`src/rtl/core_data_demux_pkg.sv`:
```
// Shared types and default address map for the core data demux.
package core_data_demux_pkg;

  typedef enum logic [1:0] {
    DEST_TCDM   = 2'd0,
    DEST_PERIPH = 2'd1,
    DEST_ERR    = 2'd2
  } dest_e;

  localparam logic [31:0] TCDM_START_DEF   = 32'h1000_0000;
  localparam logic [31:0] TCDM_SIZE_DEF    = 32'h0002_0000;
  localparam logic [31:0] PERIPH_START_DEF = 32'h1020_0000;
  localparam logic [31:0] PERIPH_SIZE_DEF  = 32'h0000_4000;
  localparam logic [31:0] ERR_RDATA_DEF    = 32'hBADA_CCE5;

endpackage

```
`src/rtl/core_data_demux_addr_dec.sv`:
```
// Address window decoder: TCDM first, then peripherals, else error.
module core_data_demux_addr_dec
  import core_data_demux_pkg::*;
#(
  parameter int unsigned           ADDR_WIDTH   = 32,
  parameter logic [ADDR_WIDTH-1:0] TCDM_START   = TCDM_START_DEF,
  parameter logic [ADDR_WIDTH-1:0] TCDM_SIZE    = TCDM_SIZE_DEF,
  parameter logic [ADDR_WIDTH-1:0] PERIPH_START = PERIPH_START_DEF,
  parameter logic [ADDR_WIDTH-1:0] PERIPH_SIZE  = PERIPH_SIZE_DEF
) (
  input  logic [ADDR_WIDTH-1:0] add,
  output dest_e                 dest
);

  // One extra bit so a window touching the top of memory cannot wrap
  localparam logic [ADDR_WIDTH:0] T_LO = {1'b0, TCDM_START};
  localparam logic [ADDR_WIDTH:0] T_HI = T_LO + {1'b0, TCDM_SIZE};
  localparam logic [ADDR_WIDTH:0] P_LO = {1'b0, PERIPH_START};
  localparam logic [ADDR_WIDTH:0] P_HI = P_LO + {1'b0, PERIPH_SIZE};

  logic [ADDR_WIDTH:0] a;
  logic                in_t;
  logic                in_p;

  assign a    = {1'b0, add};
  assign in_t = (a >= T_LO) && (a < T_HI);
  assign in_p = (a >= P_LO) && (a < P_HI);

  always_comb begin
    dest = DEST_ERR;
    if (in_t)      dest = DEST_TCDM;
    else if (in_p) dest = DEST_PERIPH;
  end

endmodule

```
`src/rtl/core_data_demux.sv`:
```
// Splits one core data port into TCDM, peripheral and error paths,
// keeping responses in order by stalling on a change of destination.
module core_data_demux
  import core_data_demux_pkg::*;
#(
  parameter int unsigned           ADDR_WIDTH      = 32,
  parameter int unsigned           DATA_WIDTH      = 32,
  parameter int unsigned           BE_WIDTH        = DATA_WIDTH / 8,
  parameter logic [ADDR_WIDTH-1:0] TCDM_START      = TCDM_START_DEF,
  parameter logic [ADDR_WIDTH-1:0] TCDM_SIZE       = TCDM_SIZE_DEF,
  parameter logic [ADDR_WIDTH-1:0] PERIPH_START    = PERIPH_START_DEF,
  parameter logic [ADDR_WIDTH-1:0] PERIPH_SIZE     = PERIPH_SIZE_DEF,
  parameter int unsigned           MAX_OUTSTANDING = 4,
  parameter logic [DATA_WIDTH-1:0] ERR_RDATA       = ERR_RDATA_DEF
) (
  input  logic                  clk_i,
  input  logic                  rst_i,
  input  logic                  core_req_i,
  input  logic [ADDR_WIDTH-1:0] core_add_i,
  input  logic                  core_wen_i,
  input  logic [DATA_WIDTH-1:0] core_wdata_i,
  input  logic [BE_WIDTH-1:0]   core_be_i,
  output logic                  core_gnt_o,
  output logic                  core_r_valid_o,
  output logic [DATA_WIDTH-1:0] core_r_rdata_o,
  output logic                  core_r_opc_o,
  output logic [ADDR_WIDTH-1:0] out_add_o,
  output logic                  out_wen_o,
  output logic [DATA_WIDTH-1:0] out_wdata_o,
  output logic [BE_WIDTH-1:0]   out_be_o,
  output logic                  tcdm_req_o,
  input  logic                  tcdm_gnt_i,
  input  logic                  tcdm_r_valid_i,
  input  logic [DATA_WIDTH-1:0] tcdm_r_rdata_i,
  output logic                  periph_req_o,
  input  logic                  periph_gnt_i,
  input  logic                  periph_r_valid_i,
  input  logic [DATA_WIDTH-1:0] periph_r_rdata_i,
  input  logic                  periph_r_opc_i
);

  localparam int unsigned   CW   = $clog2(MAX_OUTSTANDING + 1);
  localparam logic [CW-1:0] CMAX = CW'(MAX_OUTSTANDING);

  logic [CW-1:0] cnt;
  dest_e         last_dest;
  logic          err_pend;
  dest_e         dest;
  logic          busy;
  logic          allow;
  logic          accept;
  logic          ret;
  logic          stray;

  core_data_demux_addr_dec #(
    .ADDR_WIDTH   (ADDR_WIDTH),
    .TCDM_START   (TCDM_START),
    .TCDM_SIZE    (TCDM_SIZE),
    .PERIPH_START (PERIPH_START),
    .PERIPH_SIZE  (PERIPH_SIZE)
  ) u_dec (
    .add  (core_add_i),
    .dest (dest)
  );

  assign busy  = (cnt != '0);
  assign allow = core_req_i & ~rst_i
               & (~busy | (dest == last_dest))
               & (cnt < CMAX);

  assign tcdm_req_o   = allow & (dest == DEST_TCDM);
  assign periph_req_o = allow & (dest == DEST_PERIPH);
  assign core_gnt_o   = (tcdm_req_o & tcdm_gnt_i)
                      | (periph_req_o & periph_gnt_i)
                      | (allow & (dest == DEST_ERR));
  assign accept       = core_gnt_o;

  assign out_add_o   = core_add_i;
  assign out_wen_o   = core_wen_i;
  assign out_wdata_o = core_wdata_i;
  assign out_be_o    = core_be_i;

  always_comb begin
    core_r_valid_o = 1'b0;
    core_r_rdata_o = '0;
    core_r_opc_o   = 1'b0;
    unique case (last_dest)
      DEST_TCDM: begin
        if (tcdm_r_valid_i && busy) begin
          core_r_valid_o = 1'b1;
          core_r_rdata_o = tcdm_r_rdata_i;
        end
      end
      DEST_PERIPH: begin
        if (periph_r_valid_i && busy) begin
          core_r_valid_o = 1'b1;
          core_r_rdata_o = periph_r_rdata_i;
          core_r_opc_o   = periph_r_opc_i;
        end
      end
      DEST_ERR: begin
        if (err_pend) begin
          core_r_valid_o = 1'b1;
          core_r_rdata_o = ERR_RDATA;
          core_r_opc_o   = 1'b1;
        end
      end
      default: ;
    endcase
  end

  assign ret = core_r_valid_o & busy;

  always_ff @(posedge clk_i or posedge rst_i) begin
    if (rst_i) begin
      cnt       <= '0;
      last_dest <= DEST_TCDM;
      err_pend  <= 1'b0;
    end else begin
      if (accept) last_dest <= dest;
      cnt      <= cnt + CW'(accept) - CW'(ret);
      err_pend <= accept & (dest == DEST_ERR);
    end
  end

  // Responses from the unselected target or with nothing in flight are lost
  assign stray = (tcdm_r_valid_i
                  & ((last_dest != DEST_TCDM) | ~busy))
               | (periph_r_valid_i
                  & ((last_dest != DEST_PERIPH) | ~busy));

  always_ff @(posedge clk_i) begin
    if (!rst_i) begin
      assert (!stray)
        else $warning("core_data_demux: stray response dropped");
    end
  end

endmodule

```
`config.mk`:
```
export PLATFORM = sky130hd
export DESIGN_NAME = core_data_demux
export DESIGN_NICKNAME = d
export VERILOG_FILES = /design/src/rtl/core_data_demux_pkg.sv /design/src/rtl/core_data_demux_addr_dec.sv /design/src/rtl/core_data_demux.sv
export SDC_FILE = /design/constraint.sdc
export NUM_CORES = 1
export LEC_CHECK = 0
export ABC_AREA = 0
export BUFFER_PORTS_ARGS = -buffer_cell sky130_fd_sc_hd__buf_2
export CAP_MARGIN = 20
export CORE_AREA = 5 5 91 93
export CTS_CLUSTER_DIAMETER = 200
export DETAILED_ROUTE_END_ITERATION = 7
export DIE_AREA = 0 0 96 98
export MAX_ROUTING_LAYER = met4
export PLACE_DENSITY_LB_ADDON = 0.12
export REMOVE_ABC_BUFFERS = 1
export SYNTH_ARGS = -nofsm -noshare
export SYNTH_HDL_FRONTEND = slang
export SYNTH_SLANG_ARGS = --single-unit
```
`constraint.sdc`:
```
create_clock -name clk_i -period 5.6 [get_ports clk_i]
set_clock_uncertainty 0.15 [all_clocks]
set_input_delay 0.56 -clock clk_i [delete_from_list [all_inputs] [get_ports clk_i]]
set_output_delay 0.56 -clock clk_i [all_outputs]
set_load 0.01 [all_outputs]
```
# Yosys cells after proc, flatten, opt, wreduce, memory -nomap -nowiden
# Cells that the tools add are included.
[totals]
reg_bits = 6
latch_bits = 0
ramBits = 0
romBits = 0
inputBits = 141
output_inout_bits = 106
word_cells = 49
mem_count = 0
[classes]
add_sub_neg = 2
n_mul = 0
div_mod_pow = 0
order_cmp = 5
eq_ne = 5
shift = 0
n_mux = 12
bitwise_logic = 15
n_reduce_logical = 7
[ops]
columns = ["operator", "n"]
rows = [
  ["$mux 32", 3],
  ["$pmux 32 s3", 1],
  ["$ge 32x29->1 const B", 2],
  ["$lt 32x29->1 const B", 2],
  ["$and 1x1->1", 10],
  ["$eq 2x1->1 const B", 2],
  ["$eq 2x2->1 const B", 2],
  ["$logic_and 1x1->1", 4],
  ["$logic_not 2->1", 2],
  ["$mux 1", 4],
  ["$mux 2", 2],
  ["$add 3x1->3", 1],
  ["$lt 3x3->1 const B", 1],
  ["$or 1x1->1", 3],
  ["$pmux 1 s3", 1],
  ["$reduce_bool 3->1", 1],
  ["$sub 3x1->3", 1],
  ["$eq 2x2->1", 1],
  ["$not 1->1", 2],
  ["$pmux 1 s2", 1],
]

# Longest topological paths before layout
[depth]
depth_word = 14
mapped_depth = 13
depth_no_buf = 12

# Hierarchy
# Synthesis repeated with hierarchy kept, for this count alone.
[hier_totals]
cells_unflattened = 207
hier_area_um2 = 1601.5
[by_module_without_submodules]
columns = ["module", "n_inst", "cells_each", "area_per_inst_um2", "seq_area_each_um2"]
rows = [
  ["core_data_demux", 1, 197, 1525.2, 150.1],
  ["core_data_demux_addr_dec", 1, 10, 76.3, 0.0],
]

# Least setup slack after synthesis
# Ideal clock, no wire load.
[synth_path]
kind = "register to register"
startpoint = "register cnt[2]"
endpoint = "register cnt[2]"
setup_ps = 123
arrival_ps = 2590
required_ps = 5327
slack_ps = 2736
path_stages_with_launch = 13
n_path_buf = 1
synth_period_minus_slack_ps = 2864
path_cell_list = "dfrtp_1 or3_4 and3_1 buf_2 nor2_1 a21oi_1 and2_1 ha_1 inv_1 ha_1 fa_1 xor2_1 xnor2_1"
[synth_via]
elab_cells_between_ends = 21
classes_between = "add/sub: 2; order compare: 1; mux: 3; bitwise: 12; reduce/logical: 3"
[synth_rtl]
columns = ["item", "line", "source"]
rows = [
  ["from (decl)", "core_data_demux.sv:45", "logic [CW-1:0] cnt;"],
  ["from (signal assigned)", "core_data_demux.sv:121", "cnt <= cnt + CW'(accept) - CW'(ret);"],
  ["$reduce_bool 3->1 (*)", "core_data_demux.sv:66", "assign busy = (cnt != '0);"],
  ["$logic_and 1x1->1, on equally long branches", "core_data_demux.sv:95, core_data_demux.sv:89", ""],
  ["$mux 1, on equally long branches", "core_data_demux.sv:95, core_data_demux.sv:89", ""],
  ["$pmux 1 s3 (*)", "core_data_demux.sv:87", "unique case (last_dest)"],
  ["via core_r_valid_o", "core_data_demux.sv:24", "output logic core_r_valid_o,"],
  ["$and 1x1->1 (*)", "core_data_demux.sv:112", "assign ret = core_r_valid_o & busy;"],
  ["$sub 3x1->3 (*)", "core_data_demux.sv:121", ""],
]
# The timed path passes the listed nets; every way through them passes the cells marked *.
# A chain may end at the register's enable or synchronous reset.

# Worst setup path after layout
[layout_path]
startpoint = "register last_dest[0]"
endpoint = "register cnt[2]"
[layout_via]
elab_chain_cells = 10
elab_cells_between_ends = 18
classes_between = "add/sub: 2; eq/ne: 3; mux: 1; bitwise: 11; reduce/logical: 1"
[layout_lines]
columns = ["item", "line", "source"]
rows = [
  ["from (decl)", "core_data_demux.sv:46", "dest_e last_dest;"],
  ["from (signal assigned)", "core_data_demux.sv:120", "if (accept) last_dest <= dest;"],
  ["$eq 2x2->1", "core_data_demux.sv:68", "& (~busy | (dest == last_dest))"],
  ["$or 1x1->1", "core_data_demux.sv:68", ""],
  ["$and 1x1->1", "core_data_demux.sv:68", ""],
  ["$and 1x1->1", "core_data_demux.sv:69", "& (cnt < CMAX);"],
  ["$and 1x1->1, on equally long branches", "core_data_demux.sv:71, core_data_demux.sv:72", ""],
  ["$and 1x1->1, on equally long branches", "core_data_demux.sv:73, core_data_demux.sv:74", ""],
  ["$or 1x1->1", "core_data_demux.sv:74", "| (periph_req_o & periph_gnt_i)"],
  ["$or 1x1->1", "core_data_demux.sv:75", "| (allow & (dest == DEST_ERR));"],
  ["$add 3x1->3", "core_data_demux.sv:121", ""],
  ["$sub 3x1->3 (*)", "core_data_demux.sv:121", ""],
]
# Every way passes the cells marked *; elsewhere a longest branch is shown, timed or not.

==> impl_results.md <==
- Mean number of vias per cell: 4.65
- YS warnings: 0
- Max stage delay on crit path: 0.60 ns
- GRT Util Overall: 18.7%
- Clk_lat worst skew: 0.22 ns
- Clock Tree Root: clkbuf_8
- Pwr dens: 287 nW/µm²
- Setup tns final: 0 ns
- Slew HR: 45.6%
- Worst-path clk slew: 0.04 ns
- Sw frac: 48.9%
- LEAKAGE: 1.06 nW
- Finish-stage setup viols: 0
- Critical Path End Type: flop
- Largest net degree at the start of global routing: 35
- Yosys reg bits: 6
- Post-Syn Area: 1670 µm²
- DRC viols: 0
- Slew Limit Fails: 0
- Final hold viol count: 0
- Die Y: 98 µm
- Clk pwr share: 11.6%
- Delay-heaviest family, CP: adder cells
- Cell Area, Placed: 1910 µm²
- PostCTS Resize Cnt: 0
- Fillers: 845
- GRT overflow: 0
- Ports: 247
- Highest clock rate: 311 MHz
- Drt wl/cell: 24.3 µm
- Final Net Count: 433
- Minimum clock period: 3.22 ns
- Buf/Inv on CP: 2
- Vias: 1796
- Power share of the sequential group: 14.6%
- Post-synthesis mux area share: 0%
- Cell-by-cell trace of the critical path: inv_1, ha_1, nand2_1, a21oi_1, and2_1, ha_1, inv_1, ha_1, fa_1, xor2_1, xnor2_1
- Port Buffers: 144
- Critical path launch point: last_dest[0]
- Adder-cell share of the synthesized area: 5.70%
- Outcome: complete, no violations
- Post-synthesis sequential area ratio: 9.00%
- Syn Inst Count: 218
- First-pass GRT wire length: 12300 µm
- Distinct cells, synth: 41
- Slowest-stage cell, CP: nand2_1
- # clock sinks: 6
- ANT nets after route: 0
- Row cnt: 32
- Type of the worst setup path: flop to flop
- Area growth from synthesis to layout: 17.1%
- # hold bufs at CTS: 0
- Initial DRC Count: 53
- H-tree lvl count: 1
- Vias in the first global route: 1741
- Final wirelength: 9380 µm
- Die Width: 96 µm
- Worst EP arrival: 3.17 ns
- CP Launch Type: flop
- Die area: 9410 µm²
- Max_cap viols: 0
- Final instance area: 1950 µm²
- Gpl congestion: 0.800
- Post-CTS setup buffers: 0
- Hold Path Class: primary input to async pin
- TritonCTS clock tree: built
- Avg Inst Size Synth: 7.66 µm²
- CTS Buf Count: 3
- Detailed Place HPWL: 7990 µm
- Main combinational cell family by area after synthesis: buffers and inverters
- CP Max Fanout: 21
- Worst EP required: 5.55 ns
- Internal Power: 0.287 mW
- Synth Area in Simple Gates: 12.5%
- Most used cell, CP: ha_1
- Comb power frac: 73.9%
- Maximum vdd ir drop: 199 µV
- R2r startpoint: last_dest[0]
- Initial Util: 22.4%
- Longest Clk Path Bufs: 2
- NetSw: 0.274 mW
- Pre-Repair DR Iteration Count: 5
- RSZ-0062 raised after global routing: false
- Compound-Gate Fraction of Synth Area: 32.5%
- Initial antenna violation count: 1
- Share of cells above drive strength 1: 59.0%
- Synth Area in XOR/XNOR: 1.05%
- Period utilisation layout: 57.4%
- Least-Margin Pin Slew: 0.814 ns
- Core area: 7450 µm²
flip-flops by register name, indices dropped and copies added, names as in the netlist:
name / flops
cnt: 3
err_pend: 1
last_dest: 2
per-layer routing:
layer	up-vias	part of all wire, %	track usage, %
li1	836	-	-
met1	791	41	22.9
met2	169	38	24.3
met3	0	21	16.9
met4	0	0	0.328
met5	-	0	-
worst register-to-register path, cell delays in order (launching register included):
cell     delay (ns)
dfrtp_1        0.42
inv_1          0.14
ha_1           0.21
nand2_1        0.60
a21oi_1        0.18
and2_1         0.21
ha_1           0.27
inv_1          0.04
ha_1           0.20
fa_1           0.38
xor2_1         0.17
xnor2_1        0.13
power by group through the flow:
| stage | logic (mW) | registers [mW] | clock network, mW |
|---|---|---|---|
| final | 0.414 | 0.0816 | 0.0649 |
| after CTS | 0.421 | 0.0818 | 0.0668 |
| after floorplan | 0.245 | 0.0776 | 0 |
| after global routing | 0.466 | 0.0857 | 0.0691 |
| after global placement | 0.426 | 0.0817 | 0 |
| after detailed placement | 0.419 | 0.0823 | 0 |
area by class of cell:
cell class,count,area (µm²),share of cell area (%)
Clock buffer,3,41.3,2.11
Sequential cell,6,150,7.68
Tap cell,102,128,6.53
Inverter,9,33.8,1.73
Timing Repair Buffer,146,736,37.6
Multi-Input combinational cell,119,863,44.2
Antenna cell,1,2.50,0.128
synthesized netlist by cell type (all sizes together):
cell	number	share of area [%]
a211oi	3	1.9
a21boi	1	0.45
a21o	1	0.45
a21oi	23	6.9
a22oi	32	17
a31oi	2	0.75
and2	2	0.82
and3	2	1.0
and4	1	0.52
buf	79	36
clkbuf	5	1.1
dfrtp	6	9.0
fa	1	1.2
ha	6	4.5
inv	9	2.0
nand2	4	0.90
nand3	1	0.30
nand4	1	0.38
nor2	17	3.8
nor3	2	0.60
nor3b	2	0.90
nor4	2	1.1
nor4b	1	0.90
o211a	2	1.2
o21a	1	0.45
o21ai	6	2.0
o21bai	1	0.45
o31ai	1	0.45
or3	1	0.67
or3b	1	0.52
xnor2	1	0.52
xor2	1	0.52
kinds of logic (layout without fill, tap and decap cells):
| logic type | count (synthesis) | after routing |
|---|---|---|
| buffers and inverters | 93 | 158 |
| DFF | 6 | 6 |
| adders and majority gates | 7 | 7 |
| and+or+nand+nor | 37 | 37 |
| other | 0 | 1 |
| AOI/OAI and AO/OA | 73 | 73 |
| xor gates and xnor gates | 2 | 2 |
path summary, 6_finish.rpt:
| path | slack [ns] | endpoint | cells after the start |
|---|---|---|---|
| worst min-delay path | 0.12 | last_dest[0] | 2 |
| min in group clk_i | 0.39 | cnt[2] | 1 |
| worst min register to register | 0.39 | cnt[2] | 1 |
| worst max register to register | 2.38 | cnt[2] | 11 |
| worst max-delay path | 2.38 | cnt[2] | 11 |
| max in group asynchronous | 4.98 | cnt[0] | 2 |
metrics by stage:
stage / hold WS (ns) / std cells / setup slack (ns) / utilization, % / total power [mW]
after CTS: 0.123 / 385 / 2.42 / 26.2 / 0.570
after global routing: 0.145 / 386 / 2.19 / 26.2 / 0.621
after global placement: 0.365 / 382 / 2.50 / 25.7 / 0.508
final: 0.117 / 386 / 2.38 / 26.2 / 0.561
after detailed placement: 0.358 / 382 / 2.41 / 25.7 / 0.502
after floorplan: 0.201 / 134 / 2.35 / - / 0.322
cells in the final DEF (no fill, tap or decap), types with 3 or more instances in the layout:
| master | count |
|---|---|
| a21oi_1 | 23 |
| a22oi_1 | 22 |
| a22oi_2 | 10 |
| buf_2 | 144 |
| clkbuf_8 | 3 |
| dfrtp_1 | 6 |
| ha_1 | 6 |
| inv_1 | 9 |
| nand2_1 | 4 |
| nor2_1 | 17 |
| o21ai_0 | 5 |
Power figures use the tool's default switching activity.
